### src/rtl/emif_status_pkg.sv
// rtl/emif_status_pkg.sv - shared state, status encodings and width helper for the EMIF status monitor
package emif_status_pkg;

  typedef enum logic [2:0] {
    ST_IDLE         = 3'd0,
    ST_CAL_WAIT     = 3'd1,
    ST_TG_WAIT      = 3'd2,
    ST_DONE_PASS    = 3'd3,
    ST_DONE_FAIL    = 3'd4,
    ST_DONE_TIMEOUT = 3'd5
  } state_e;

  localparam logic [1:0] CH_PEND = 2'b00;
  localparam logic [1:0] CH_CAL  = 2'b01;
  localparam logic [1:0] CH_PASS = 2'b10;
  localparam logic [1:0] CH_FAIL = 2'b11;

  function automatic int ch_idx_w(input int n);
    return (n <= 1) ? 1 : $clog2(n);
  endfunction

endpackage

### src/rtl/emif_status_prio_enc.sv
// rtl/emif_status_prio_enc.sv - lowest-index priority encoder with valid flag
module emif_status_prio_enc #(
  parameter int N = 2,
  parameter int W = 1
) (
  input  logic [N-1:0] req_i,
  output logic         valid_o,
  output logic [W-1:0] idx_o
);

  // Scan downwards so the lowest set bit is the last one to win.
  always_comb begin
    idx_o = '0;
    for (int i = N - 1; i >= 0; i--) begin
      if (req_i[i]) idx_o = W'(i);
    end
  end

  assign valid_o = |req_i;

endmodule

### src/rtl/emif_status_monitor.sv
// rtl/emif_status_monitor.sv - multi-channel calibration / traffic-generator verdict monitor
module emif_status_monitor
  import emif_status_pkg::*;
#(
  parameter int NUM_CH      = 2,
  parameter int CAL_TIMEOUT = 100000,
  parameter int TG_TIMEOUT  = 1000000,
  parameter int CNT_W       = 32,
  localparam int IDX_W      = ch_idx_w(NUM_CH)
) (
  input  logic                emif_usr_clk,
  input  logic                emif_usr_reset_n,
  input  logic                start,
  input  logic                clear,
  input  logic [NUM_CH-1:0]   ch_enable,
  input  logic [NUM_CH-1:0]   cal_success,
  input  logic [NUM_CH-1:0]   cal_fail,
  input  logic [NUM_CH-1:0]   tg_pass,
  input  logic [NUM_CH-1:0]   tg_fail,
  input  logic [NUM_CH-1:0]   tg_timeout,
  output logic                busy,
  output logic                cal_success_all,
  output logic                cal_fail_any,
  output logic                traffic_gen_pass,
  output logic                traffic_gen_fail,
  output logic                traffic_gen_timeout,
  output logic [IDX_W-1:0]    fail_ch,
  output logic [2*NUM_CH-1:0] ch_status,
  output logic [CNT_W-1:0]    elapsed_cycles
);

  localparam logic [CNT_W-1:0] CAL_LAST = CNT_W'(CAL_TIMEOUT - 1);
  localparam logic [CNT_W-1:0] TG_LAST  = CNT_W'(TG_TIMEOUT - 1);

  state_e              state_q, state_d;
  logic [NUM_CH-1:0]   mask_q, mask_d;
  logic [CNT_W-1:0]    phase_q, phase_d;
  logic [CNT_W-1:0]    elapsed_q, elapsed_d;
  logic                busy_q, busy_d;
  logic                cal_all_q, cal_all_d;
  logic                cal_fail_any_q, cal_fail_any_d;
  logic                pass_q, pass_d;
  logic                fail_q, fail_d;
  logic                tmo_q, tmo_d;
  logic [IDX_W-1:0]    fail_ch_q, fail_ch_d;
  logic [2*NUM_CH-1:0] status_q, status_d;

  logic [NUM_CH-1:0] cal_ok, cal_bad, tg_ok, tg_bad, tg_to, passed_now;
  logic              cal_bad_v, tg_bad_v, tg_to_v;
  logic [IDX_W-1:0]  cal_bad_idx, tg_bad_idx, tg_to_idx;

  assign cal_ok  = cal_success & mask_q;
  assign cal_bad = cal_fail & mask_q;
  assign tg_ok   = tg_pass & mask_q;
  assign tg_bad  = (cal_fail | tg_fail) & mask_q;
  assign tg_to   = tg_timeout & mask_q;

  emif_status_prio_enc #(.N(NUM_CH), .W(IDX_W)) u_enc_cal_fail (
    .req_i(cal_bad), .valid_o(cal_bad_v), .idx_o(cal_bad_idx)
  );
  emif_status_prio_enc #(.N(NUM_CH), .W(IDX_W)) u_enc_tg_fail (
    .req_i(tg_bad), .valid_o(tg_bad_v), .idx_o(tg_bad_idx)
  );
  emif_status_prio_enc #(.N(NUM_CH), .W(IDX_W)) u_enc_tg_tmo (
    .req_i(tg_to), .valid_o(tg_to_v), .idx_o(tg_to_idx)
  );

  // A channel counts as passed if its sticky pass is already recorded or it passes now.
  always_comb begin
    passed_now = '0;
    for (int i = 0; i < NUM_CH; i++) begin
      passed_now[i] = mask_q[i] & (tg_pass[i] | (status_q[2*i +: 2] == CH_PASS));
    end
  end

  always_comb begin
    state_d        = state_q;
    mask_d         = mask_q;
    phase_d        = phase_q;
    elapsed_d      = elapsed_q;
    cal_all_d      = cal_all_q;
    cal_fail_any_d = cal_fail_any_q;
    pass_d         = pass_q;
    fail_d         = fail_q;
    tmo_d          = tmo_q;
    fail_ch_d      = fail_ch_q;
    status_d       = status_q;

    if (busy_q && (elapsed_q != '1)) elapsed_d = elapsed_q + 1'b1;

    case (state_q)
      ST_IDLE: begin
        if (start) begin
          mask_d = ch_enable;
          if (|ch_enable) begin
            state_d   = ST_CAL_WAIT;
            phase_d   = '0;
            elapsed_d = '0;
          end
        end
      end
      ST_CAL_WAIT: begin
        phase_d = phase_q + 1'b1;
        for (int i = 0; i < NUM_CH; i++) begin
          if (cal_ok[i]) status_d[2*i +: 2] = CH_CAL;
        end
        if (cal_bad_v) begin
          state_d        = ST_DONE_FAIL;
          cal_fail_any_d = 1'b1;
          fail_d         = 1'b1;
          fail_ch_d      = cal_bad_idx;
          for (int i = 0; i < NUM_CH; i++) begin
            if (cal_bad[i]) status_d[2*i +: 2] = CH_FAIL;
          end
        end else if (&(cal_ok | ~mask_q)) begin
          state_d   = ST_TG_WAIT;
          cal_all_d = 1'b1;
          phase_d   = '0;
        end else if (phase_q == CAL_LAST) begin
          state_d   = ST_DONE_TIMEOUT;
          tmo_d     = 1'b1;
          fail_ch_d = '0;
        end
      end
      ST_TG_WAIT: begin
        phase_d = phase_q + 1'b1;
        for (int i = 0; i < NUM_CH; i++) begin
          if (tg_ok[i]) status_d[2*i +: 2] = CH_PASS;
        end
        if (tg_bad_v) begin
          state_d        = ST_DONE_FAIL;
          fail_d         = 1'b1;
          cal_fail_any_d = |cal_bad;
          fail_ch_d      = tg_bad_idx;
          for (int i = 0; i < NUM_CH; i++) begin
            if (tg_bad[i]) status_d[2*i +: 2] = CH_FAIL;
          end
        end else if (tg_to_v) begin
          state_d   = ST_DONE_TIMEOUT;
          tmo_d     = 1'b1;
          fail_ch_d = tg_to_idx;
        end else if (&(passed_now | ~mask_q)) begin
          state_d = ST_DONE_PASS;
          pass_d  = 1'b1;
        end else if (phase_q == TG_LAST) begin
          state_d   = ST_DONE_TIMEOUT;
          tmo_d     = 1'b1;
          fail_ch_d = '0;
        end
      end
      default: ;
    endcase

    if (clear) begin
      state_d        = ST_IDLE;
      mask_d         = '0;
      phase_d        = '0;
      elapsed_d      = '0;
      cal_all_d      = 1'b0;
      cal_fail_any_d = 1'b0;
      pass_d         = 1'b0;
      fail_d         = 1'b0;
      tmo_d          = 1'b0;
      fail_ch_d      = '0;
      status_d       = '0;
    end

    busy_d = (state_d == ST_CAL_WAIT) || (state_d == ST_TG_WAIT);
  end

  always_ff @(posedge emif_usr_clk or negedge emif_usr_reset_n) begin
    if (!emif_usr_reset_n) begin
      state_q        <= ST_IDLE;
      mask_q         <= '0;
      phase_q        <= '0;
      elapsed_q      <= '0;
      busy_q         <= 1'b0;
      cal_all_q      <= 1'b0;
      cal_fail_any_q <= 1'b0;
      pass_q         <= 1'b0;
      fail_q         <= 1'b0;
      tmo_q          <= 1'b0;
      fail_ch_q      <= '0;
      status_q       <= '0;
    end else begin
      state_q        <= state_d;
      mask_q         <= mask_d;
      phase_q        <= phase_d;
      elapsed_q      <= elapsed_d;
      busy_q         <= busy_d;
      cal_all_q      <= cal_all_d;
      cal_fail_any_q <= cal_fail_any_d;
      pass_q         <= pass_d;
      fail_q         <= fail_d;
      tmo_q          <= tmo_d;
      fail_ch_q      <= fail_ch_d;
      status_q       <= status_d;
    end
  end

  assign busy                = busy_q;
  assign cal_success_all     = cal_all_q;
  assign cal_fail_any        = cal_fail_any_q;
  assign traffic_gen_pass    = pass_q;
  assign traffic_gen_fail    = fail_q;
  assign traffic_gen_timeout = tmo_q;
  assign fail_ch             = fail_ch_q;
  assign ch_status           = status_q;
  assign elapsed_cycles      = elapsed_q;

endmodule

### config.mk
export PLATFORM = sky130hd
export DESIGN_NAME = emif_status_monitor
export DESIGN_NICKNAME = d
export VERILOG_FILES = /design/src/rtl/emif_status_pkg.sv /design/src/rtl/emif_status_prio_enc.sv /design/src/rtl/emif_status_monitor.sv
export SDC_FILE = /design/constraint.sdc
export NUM_CORES = 1
export LEC_CHECK = 0
export CELL_PAD_IN_SITES_DETAIL_PLACEMENT = 2
export CELL_PAD_IN_SITES_GLOBAL_PLACEMENT = 2
export CORE_MARGIN = 5
export CORE_UTILIZATION = 35
export DETAILED_ROUTE_END_ITERATION = 8
export DONT_BUFFER_PORTS = 1
export PLACE_DENSITY = 0.71
export SLEW_MARGIN = 40
export SYNTH_ARGS = -nofsm -noshare
export SYNTH_HDL_FRONTEND = slang
export SYNTH_HIERARCHICAL = 1
export SYNTH_SLANG_ARGS = --single-unit
### constraint.sdc
create_clock -name emif_usr_clk -period 4.6 [get_ports emif_usr_clk]
set_input_delay 0.46 -clock emif_usr_clk [delete_from_list [all_inputs] [get_ports emif_usr_clk]]
set_output_delay 0.46 -clock emif_usr_clk [all_outputs]
set_load 0.01 [all_outputs]
==> impl_metrics.env <==
export IMPL_synth_edf_count=0
export IMPL_finalNetCount=539
export IMPL_wirelength_mm=13.42
export IMPL_async_flop_share_pct=100.0
export IMPL_antenna_found_initial=0
export IMPL_reg2reg_from="elapsed_cycles[0]"
export IMPL_slew_headroom_pct=46.76
export IMPL_finalPower_mw=1.732
export IMPL_post_cts_setup_buffers=0
export IMPL_gr_usage_all_layers_pct=17.93
export IMPL_power_leakage_nw=1.952
export IMPL_clockRootBuffer="clkbuf_16"
export IMPL_crit_path_start_kind="register"
export IMPL_gp_congestion=0.7858
export IMPL_vias=4005
export IMPL_core_rowCount=41
export IMPL_synth_ff_type="dfrtp_1"
export IMPL_required_ns=4.87
export IMPL_area_delta_synth_final_pct=9.793
export IMPL_grt_pass1_wl_mm=23.13
export IMPL_final_util_pct=39.59
export IMPL_fin_crit_sh_pct=55.69
export IMPL_dieHeight_microns=124.5
export IMPL_grt_ovfl_total=0
export IMPL_finalMaxSlewViolations=0
export IMPL_rsz0062_at_grt="no"
export IMPL_drc=0
export IMPL_ant_nets=0
export IMPL_hold_viol=0
export IMPL_tightest_slew_ns=0.7925
export IMPL_avgSynthCellArea_sq_um=8.558
export IMPL_htree_levels=3
export IMPL_synth_seq_cells=80
export IMPL_seqCellArea_sq_um=2002
export IMPL_detail_route_first_pass_iterations=4
export IMPL_worstSetupEndpointType="register"
export IMPL_crit_arrival_ns=2.83
export IMPL_die_area_sq_um=15500
export IMPL_ios=59
export IMPL_multi_input_area_sq_um=2440
export IMPL_cts_sinks=80
export IMPL_core_sq_um=12720
export IMPL_critical_path_class="register to register"
export IMPL_cts_buffers=9
export IMPL_clkTransAtPathRegs_ns=0.06
export IMPL_fillerInstances=1478
export IMPL_p_per_area_nw_per_um2=343.9
export IMPL_r2r_end="elapsed_cycles[28]"
export IMPL_yosys_warnings=6
export IMPL_grt_start_max_net_pins=81
export IMPL_die_x_microns=124.5
export IMPL_cts_tree="yes"
export IMPL_drv_cap=0
export IMPL_viasPerCell=5.738
export IMPL_tns_ns=0
export IMPL_start_util_pct=36.05
export IMPL_diodes=0
export IMPL_r2r_slack_ns=2.04
export IMPL_clock_path_buffers=2
export IMPL_syn_cell_area_sq_um=4587
export IMPL_port_buffers=0
export IMPL_synth_seq_area_share_pct=43.64
export IMPL_dr_first_iter_drc_count=153
export IMPL_wire_per_inst_microns=19.22
export IMPL_final_setup_viol_count=0
export IMPL_insertion_delay_ns=0.35
export IMPL_hp_class="input pin to asynchronous set/reset pin"
export IMPL_min_period_ns=2.562
export IMPL_cp_max_fo=8
export IMPL_ir_drop_mv=0.2200
export IMPL_max_freq_mhz=390.4
export IMPL_synth_nets=554
export IMPL_hpwl_mm=9.512
export IMPL_synth_cells=536
export IMPL_hold_slack_ns=0.01464
export IMPL_yosysUniqueCellTypes=57
export IMPL_fin_skew_ns=0.01110
export IMPL_r2r_cells=6
export IMPL_grt_pass1_vias=4331
export IMPL_drive_gt1_share_pct=6.084
export IMPL_status="complete, no violations"
[per-layer routing]
layer | vias up | share of wire (%) | GRT usage, %
li1 | 1897 | - | -
met1 | 2041 | 46 | 23.12
met2 | 59 | 48 | 29.10
met3 | 8 | 5.4 | 6.432
met4 | 0 | 0.76 | 3.675
met5 | - | 0 | 0
[cell usage in the layout, fill, tap and decap left out, drive strengths merged, types with 12 or more instances in the layout]
cell,count
xnor2,21
nor3,19
xor2,16
o21ai,36
nand3,25
nand4,20
a21oi,30
inv,12
nand2,50
nor2,69
dfrtp,80
[worst max-delay path, cell delays in order, from the launching register on]
cell	delay, ns
dfrtp_1	0.49
ha_1	0.35
and2_1	0.27
nand4_1	0.13
or4b_1	0.71
or3_1	0.38
a21oi_1	0.15
[how the worst max path moves through the flow]
stage                           start                  to  slack (ns)  cells past startpoint
floorplan                   mask_q[1]         phase_q[29]        2.24                     11
global placement            mask_q[1]         phase_q[29]        1.97                      7
detailed placement          mask_q[1]          phase_q[5]        1.84                      7
CTS                         mask_q[1]          phase_q[5]        1.84                      7
global route        elapsed_cycles[0]  elapsed_cycles[28]        1.76                      6
finish              elapsed_cycles[0]  elapsed_cycles[28]        2.04                      6
[cell families (layout without fill, tap and decap cells)]
kind of cell | Yosys count | in the layout | share of synthesized area [%]
DFF | 80 | 80 | 43.64
and+or+nand+nor | 254 | 254 | 28.07
muxes | 3 | 3 | 0.6547
adders and majority gates | 2 | 2 | 0.5455
xor gates and xnor gates | 37 | 37 | 7.065
AOI/OAI and AO/OA | 122 | 122 | 16.56
buffers and inverters | 38 | 28 | 3.464
[where the power goes]
group | internal, mW | switching, mW | leakage, nW
registers | 0.726 | 0.0452 | 1.11
logic | 0.0724 | 0.146 | 0.697
clock network | 0.426 | 0.315 | 0.147
total | 1.22 | 0.507 | 1.95
[state kept, by name (all words and copies together), names as in the netlist]
signal	cells
fail_ch	1
elapsed_cycles	32
traffic_gen_pass	1
phase_q	32
traffic_gen_timeout	1
busy	1
ch_status	4
state_q	3
mask_q	2
cal_success_all	1
cal_fail_any	1
traffic_gen_fail	1
[final cells by class]
| cell class | count | area share (%) |
|---|---|---|
| clock buffer | 9 | 4.472 |
| clock inverter | 7 | 1.540 |
| multi-input combinational | 418 | 48.45 |
| sequential | 80 | 39.75 |
| inverter | 9 | 0.6708 |
| tap | 172 | 4.273 |
| timing repair buffer | 3 | 0.8447 |
[Yosys cell counts, types with 10 or more instances]
cell	instances	area (sq um)
a211oi_1	10	75.07
a21oi_1	30	150.1
a31oi_1	11	68.82
and3_1	10	62.56
clkbuf_1	20	75.07
dfrtp_1	80	2002
nand2_1	50	187.7
nand3_1	24	120.1
nand4_1	20	125.1
nor2_1	69	259.0
nor3_1	19	95.09
o21ai_0	36	180.2
xnor2_1	21	183.9
xor2_1	16	140.1
[timing repair]
item	CTS	global route
hold buffers	1	0
hold endpoints to repair	80	0
resized for setup	0	0
[stage by stage]
step	setup WS, ns	area [sq um]	instances
after CTS	1.836	5029	698
after global routing	1.759	5036	698
after detailed placement	1.844	4698	681
after global placement	1.968	4692	681
after floorplan	2.244	4587	536
final	2.038	5036	698
Note: power is estimated with default switching activity, not from simulation.
